`src/rtl/vga_timing_pkg.sv`:
```
// Default 640x480 timing constants and lock-state encoding shared by the VGA timing decoder.
package vga_timing_pkg;

   localparam int DEF_H_ACTIVE = 640;
   localparam int DEF_H_FP     = 16;
   localparam int DEF_H_SYNC   = 96;
   localparam int DEF_H_BP     = 48;
   localparam int DEF_V_ACTIVE = 480;
   localparam int DEF_V_FP     = 10;
   localparam int DEF_V_SYNC   = 2;
   localparam int DEF_V_BP     = 33;

   typedef enum logic [1:0] {
      SEARCH = 2'd0,
      VERIFY = 2'd1,
      LOCKED = 2'd2
   } lock_state_e;

endpackage

```
`src/rtl/sync_2ff.sv`:
```
// Two-stage synchronizer with asynchronous active-low reset; resets to 1 (idle level of active-low syncs).
module sync_2ff (
   input  logic clk,
   input  logic rst_n,
   input  logic d,
   output logic q
);

   logic meta_r;
   logic sync_r;

   // two flops in series to settle metastability
   always_ff @(posedge clk or negedge rst_n) begin
      if (!rst_n) begin
         meta_r <= 1'b1;
         sync_r <= 1'b1;
      end else begin
         meta_r <= d;
         sync_r <= meta_r;
      end
   end

   assign q = sync_r;

endmodule

```
`src/rtl/vga_timing_decoder.sv`:
```
// Recovers pixel position, data enable and lock status from incoming active-low hsync/vsync.
// Define VGA_DEC_SYNC_EN to resynchronize hsync/vsync through sync_2ff (adds 2 clocks of latency).
module vga_timing_decoder
   import vga_timing_pkg::*;
#(
   parameter int H_ACTIVE = DEF_H_ACTIVE,
   parameter int H_FP     = DEF_H_FP,
   parameter int H_SYNC   = DEF_H_SYNC,
   parameter int H_BP     = DEF_H_BP,
   parameter int V_ACTIVE = DEF_V_ACTIVE,
   parameter int V_FP     = DEF_V_FP,
   parameter int V_SYNC   = DEF_V_SYNC,
   parameter int V_BP     = DEF_V_BP
) (
   input  logic       clk,
   input  logic       rst_n,
   input  logic       hsync,
   input  logic       vsync,
   output logic [9:0] x,
   output logic [9:0] y,
   output logic       de,
   output logic       line_start,
   output logic       frame_start,
   output logic       locked,
   output logic       err
);

   localparam int         H_TOTAL  = H_ACTIVE + H_FP + H_SYNC + H_BP;
   localparam int         V_TOTAL  = V_ACTIVE + V_FP + V_SYNC + V_BP;
   localparam logic [9:0] H_LAST   = 10'(H_TOTAL - 1);
   localparam logic [9:0] V_LAST   = 10'(V_TOTAL - 1);
   localparam logic [9:0] H_START  = 10'(H_SYNC + H_BP);
   localparam logic [9:0] H_END    = 10'(H_SYNC + H_BP + H_ACTIVE);
   localparam logic [9:0] V_START  = 10'(V_SYNC + V_BP);
   localparam logic [9:0] V_END    = 10'(V_SYNC + V_BP + V_ACTIVE);
   localparam logic [9:0] CNT_MAX  = 10'd1023;
   localparam logic [9:0] CNT_DROP = 10'd1022;

   logic        hs_in_s, vs_in_s;
   logic        hs_r, hs_d_r, vs_r, vs_d_r;
   logic        hs_fall_s, vs_fall_s, reload_s;
   logic [9:0]  hcnt_r, vcnt_r, hcnt_nxt_s, vcnt_nxt_s;
   logic        vs_pend_r, vs_pend_nxt_s;
   logic        line_err_s, frame_err_s, err_s;
   lock_state_e state_r, state_nxt_s;
   logic [1:0]  bound_cnt_r, bound_cnt_nxt_s;
   logic        h_act_s, v_act_s, de_nxt_s;
   logic [9:0]  x_nxt_s, y_nxt_s;

`ifdef VGA_DEC_SYNC_EN
   sync_2ff u_hs_sync (.clk(clk), .rst_n(rst_n), .d(hsync), .q(hs_in_s));
   sync_2ff u_vs_sync (.clk(clk), .rst_n(rst_n), .d(vsync), .q(vs_in_s));
`else
   assign hs_in_s = hsync;
   assign vs_in_s = vsync;
`endif

   assign hs_fall_s = hs_d_r & ~hs_r;
   assign vs_fall_s = vs_d_r & ~vs_r;
   assign reload_s  = hs_fall_s & (vs_pend_r | vs_fall_s);

   // counters, pending-vsync tracking and length checks
   always_comb begin
      hcnt_nxt_s    = hcnt_r;
      vcnt_nxt_s    = vcnt_r;
      vs_pend_nxt_s = vs_pend_r;
      if (hs_fall_s) begin
         hcnt_nxt_s = 10'd0;
      end else if (hcnt_r != CNT_MAX) begin
         hcnt_nxt_s = hcnt_r + 10'd1;
      end else begin
         hcnt_nxt_s = hcnt_r;
      end
      if (reload_s) begin
         vcnt_nxt_s = 10'd0;
      end else if (hs_fall_s && (vcnt_r != CNT_MAX)) begin
         vcnt_nxt_s = vcnt_r + 10'd1;
      end else begin
         vcnt_nxt_s = vcnt_r;
      end
      if (reload_s) begin
         vs_pend_nxt_s = 1'b0;
      end else if (vs_fall_s) begin
         vs_pend_nxt_s = 1'b1;
      end else begin
         vs_pend_nxt_s = vs_pend_r;
      end
      // a missing hsync is flagged once, as the counter reaches saturation
      line_err_s  = (hs_fall_s && (hcnt_r != H_LAST)) || (!hs_fall_s && (hcnt_r == CNT_DROP));
      frame_err_s = reload_s && (vcnt_r != V_LAST);
      err_s       = line_err_s | frame_err_s;
   end

   // lock FSM; bound_cnt counts clean frame boundaries seen in VERIFY (start + two ends)
   always_comb begin
      state_nxt_s     = state_r;
      bound_cnt_nxt_s = bound_cnt_r;
      case (state_r)
         SEARCH: begin
            if (vs_fall_s) begin
               state_nxt_s     = VERIFY;
               bound_cnt_nxt_s = reload_s ? 2'd1 : 2'd0;
            end else begin
               state_nxt_s     = SEARCH;
               bound_cnt_nxt_s = 2'd0;
            end
         end
         VERIFY: begin
            if (err_s) begin
               state_nxt_s     = SEARCH;
               bound_cnt_nxt_s = 2'd0;
            end else if (reload_s && (bound_cnt_r == 2'd2)) begin
               state_nxt_s     = LOCKED;
               bound_cnt_nxt_s = 2'd0;
            end else if (reload_s) begin
               state_nxt_s     = VERIFY;
               bound_cnt_nxt_s = bound_cnt_r + 2'd1;
            end else begin
               state_nxt_s     = VERIFY;
               bound_cnt_nxt_s = bound_cnt_r;
            end
         end
         LOCKED: begin
            if (err_s) begin
               state_nxt_s = SEARCH;
            end else begin
               state_nxt_s = LOCKED;
            end
            bound_cnt_nxt_s = 2'd0;
         end
         default: begin
            state_nxt_s     = SEARCH;
            bound_cnt_nxt_s = 2'd0;
         end
      endcase
   end

   // outputs are computed from next-state counters so they register in step with them
   always_comb begin
      h_act_s  = (hcnt_nxt_s >= H_START) && (hcnt_nxt_s < H_END);
      v_act_s  = (vcnt_nxt_s >= V_START) && (vcnt_nxt_s < V_END);
      de_nxt_s = (state_nxt_s == LOCKED) && h_act_s && v_act_s;
      if (de_nxt_s) begin
         x_nxt_s = hcnt_nxt_s - H_START;
         y_nxt_s = vcnt_nxt_s - V_START;
      end else begin
         x_nxt_s = 10'd0;
         y_nxt_s = 10'd0;
      end
   end

   // input registers with one cycle of history for edge detection
   always_ff @(posedge clk or negedge rst_n) begin
      if (!rst_n) begin
         hs_r   <= 1'b1;
         hs_d_r <= 1'b1;
         vs_r   <= 1'b1;
         vs_d_r <= 1'b1;
      end else begin
         hs_r   <= hs_in_s;
         hs_d_r <= hs_r;
         vs_r   <= vs_in_s;
         vs_d_r <= vs_r;
      end
   end

   // counter and FSM state
   always_ff @(posedge clk or negedge rst_n) begin
      if (!rst_n) begin
         hcnt_r      <= 10'd0;
         vcnt_r      <= 10'd0;
         vs_pend_r   <= 1'b0;
         state_r     <= SEARCH;
         bound_cnt_r <= 2'd0;
      end else begin
         hcnt_r      <= hcnt_nxt_s;
         vcnt_r      <= vcnt_nxt_s;
         vs_pend_r   <= vs_pend_nxt_s;
         state_r     <= state_nxt_s;
         bound_cnt_r <= bound_cnt_nxt_s;
      end
   end

   // registered outputs
   always_ff @(posedge clk or negedge rst_n) begin
      if (!rst_n) begin
         x           <= 10'd0;
         y           <= 10'd0;
         de          <= 1'b0;
         line_start  <= 1'b0;
         frame_start <= 1'b0;
         locked      <= 1'b0;
         err         <= 1'b0;
      end else begin
         x           <= x_nxt_s;
         y           <= y_nxt_s;
         de          <= de_nxt_s;
         line_start  <= hs_fall_s;
         frame_start <= vs_fall_s;
         locked      <= (state_nxt_s == LOCKED);
         err         <= err_s;
      end
   end

endmodule

```
`config.mk`:
```
export PLATFORM = sky130hd
export DESIGN_NAME = vga_timing_decoder
export DESIGN_NICKNAME = d
export VERILOG_FILES = /design/src/rtl/vga_timing_pkg.sv /design/src/rtl/sync_2ff.sv /design/src/rtl/vga_timing_decoder.sv
export SDC_FILE = /design/constraint.sdc
export NUM_CORES = 1
export LEC_CHECK = 0
export ABC_AREA = 1
export CAP_MARGIN = 40
export CORE_AREA = 2 2 82 84
export DETAILED_ROUTE_END_ITERATION = 7
export DIE_AREA = 0 0 84 86
export GPL_ROUTABILITY_DRIVEN = 0
export PLACE_DENSITY = 0.65
export SETUP_SLACK_MARGIN = 0.5
export SYNTH_ARGS = -nofsm -noshare
export SYNTH_HDL_FRONTEND = slang
export SYNTH_SLANG_ARGS = --single-unit
```
`constraint.sdc`:
```
create_clock -name clk -period 2.8 [get_ports clk]
set_clock_uncertainty 0.05 [all_clocks]
set_input_delay 0.84 -clock clk [delete_from_list [all_inputs] [get_ports clk]]
set_output_delay 0.84 -clock clk [all_outputs]
set_load 0.01 [all_outputs]
```
==> reports/metrics.yaml <==
sta:
  period_share_pct: 88.15
  fmax_mhz: 405.2
  slew_headroom_pct: 54.11
  whs_ns: 0.3233
  hold_viol: 0
  finalCriticalPeriod_ns: 2.468
  finalSetupTns_ns: 0
  worstMarginPinSlew_ns: 0.6883
  maxSlewViolCount: 0
  timing.final.ws_setup_ns: 0.3318
  grt_setup_unrepaired: "yes"
  setup-violations-final: 0
placement:
  dp_slack_ns: -0.02822
  portBuffers: 28
  place_area_um2: 3361
  dpl.cell_count: 458
  hpwl_um: 4620
synthesis:
  ys_seq_area_share_pct: 46.30
  ys_top_cells_by_count: "84 x nand2_1, 50 x dfrtp_1, 47 x inv_1"
  synth_fp_nets: 360
  synthArstFlopShare_pct: 100.0
  syn_inst: 349
  syn_area_per_cell_um2: 8.393
  synthFlopType: "dfrtp_1"
  synth_most_common_cell: "nand2_1"
  synthDistinctLibCells: 34
  yosysTopAreaCell: "dfrtp_1"
  yosys.area.top_type_share_pct: 42.72
  synth_edf_count: 0
  yosys_warnings: 0
  synthesis.area_um2: 2929
  synth_area_leaders: "dfrtp_1 43%, nand2_1 11%, inv_1 6.0%"
  synth_seq_cells: 54
cells_and_area:
  synthToLayoutAreaGrowth_pct: 43.83
  drive_gt1_share_pct: 38.24
  nNetsFinal: 452
  seq_area_um2: 1363
  multi_input_comb_area_um2: 1620
  num_antenna_cells: 0
  fill_cells: 488
  stdcell_area_um2: 4213
  fin_cells: 519
critical_path:
  worstSetupStartpoint: "hcnt_r[0]$_DFF_PN0_"
  critPathKind: "register to register"
  worstSetupEndpointType: "register"
  startpoint_type: "register"
  cp_data_required_time_ns: 2.99
  r2r_start: "hcnt_r[0]$_DFF_PN0_"
  crit_fanout: 6
  cp.arrival_ns: 2.66
  worstRegToRegCells: 17
floorplanning:
  core_um2: 6277
  rows: 29
  die_area_um2: 7224
  chipWidth_um: 84
  die_h_um: 86
  initial_core_util_pct: 46.66
  io_pins: 29
routing:
  firstDrtPassIters: 5
  antenna_left: 0
  dr.first_iter.drc_count: 154
  viasPerCell: 5.012
  finalWirelength_um: 7525
  drc: 0
  routedWlPerCell_um: 14.50
  vias: 2601
cts:
  clockBufferDepth: 2
  cts_hold_buffers: 0
  clock-sinks: 54
  path_clk_slew_ns: 0.10
  cts_made_buffers: 5
  htreeDepth: 2
  clk_latency_ns: 0.30
  cts_tree: "built"
  root_buffer: "clkbuf_8"
outcome:
  status: "finished, final reports clean"
power_and_ir_drop:
  cellPowerDensity_nw_per_um2: 520.8
  p_leak_uw: 0.002076
  ir_drop_mv: 0.4235
min_path:
  min_path_cells: 0
  hp-start: "vs_r$_DFF_PN1_"
  hp-class: "register to register"
grt:
  grt_max_degree: 55
  grt_pass1_wl_um: 12350
  antenna_found_initial: 0
  track_usage_pct: 21.35
  grt_overflow: 0
  grt_pass1_vias: 2584
job:
  cap_violations: 0
[final timing paths]
check                                             endpoint  slack, ns
min in group asynchronous       bound_cnt_r[0]$_DFFE_PN0P_       0.60
worst max register to register              x[7]$_DFF_PN0_       0.33
worst min register to register            vs_d_r$_DFF_PN1_       0.32
worst min-delay path                      vs_d_r$_DFF_PN1_       0.32
worst max-delay path                        x[7]$_DFF_PN0_       0.33
max in group asynchronous              hcnt_r[4]$_DFF_PN0_       1.60
[cell families after synthesis]
kind of cell | share of synthesized area [%]
buffers and inverters | 8.159
adder cells (fa/ha/maj) | 2.990
flip-flops | 46.30
AO/OA/AOI/OAI | 4.699
XOR/XNOR | 4.485
AND/OR/NAND/NOR | 33.36
[critical path, cell delays in order (launching register included)]
cell     delay, ns
dfrtp_1       0.45
ha_4          0.17
inv_2         0.04
nor2_4        0.18
nand3_2       0.12
buf_6         0.16
nand3_4       0.09
nand2_4       0.08
ha_4          0.17
nand2_2       0.08
nand2_2       0.07
nand3_1       0.10
nor2_2        0.06
a21oi_2       0.11
nand2_2       0.12
buf_12        0.15
buf_12        0.14
nor2_2        0.06
[cell type report]
class / instances / share of cell area (%)
Clock inverter: 2 / 0.3267
Clock buffer: 6 / 1.723
Multi-Input combinational cell: 237 / 38.46
Inverter: 54 / 4.990
Timing Repair Buffer: 89 / 19.87
Sequential cell: 54 / 32.34
Tap cell: 77 / 2.287
[per-stage QoR]
stage,total power [uW],utilization [%]
after floorplan,1349,-
after global placement,1487,53.54
after detailed placement,1494,53.54
after CTS,2116,63.80
after global routing,2340,67.11
final,2194,67.11
[report_power, final]
| part | switching (uW) | total, uW | internal [uW] |
|---|---|---|---|
| Combinational | 479 | 831 | 352 |
| Sequential | 86.1 | 938 | 852 |
| Clock | 248 | 425 | 177 |
| Total | 813 | 2190 | 1380 |
[metal layers]
metal	up-vias	track usage (%)	wire, um
met5	-	0	0
met4	0	6.012	87
met3	6	4.331	318
met2	60	35.35	3750
met1	1265	28.72	3369
li1	1270	-	-
[registers in the layout, indices dropped and copies added (netlist names), 2 cells and up]
signal / cells
vcnt_r: 10
bound_cnt_r: 2
x: 10
y: 10
hcnt_r: 10
state_r: 2
[layout by cell type, fill, tap and decap left out, drive strengths merged]
master	instances
nand3b	4
nor3	4
clkinv	3
dfstp	4
a21oi	10
buf	62
clkdlybuf4s50	27
xnor2	1
clkbuf	6
or2	2
nand4	7
o21ai	8
dfrtp	50
nor2	46
o22ai	1
xor2	14
o31ai	2
inv	53
nand3	38
nand2	93
ha	7
[what timing repair did]
action	CTS	global route
gates cloned	1	0
setup buffers	40	12
endpoints found under the setup margin	21	22
pin swaps	22	12
gates resized for setup	54	24
(Power assumes the default switching activity.)
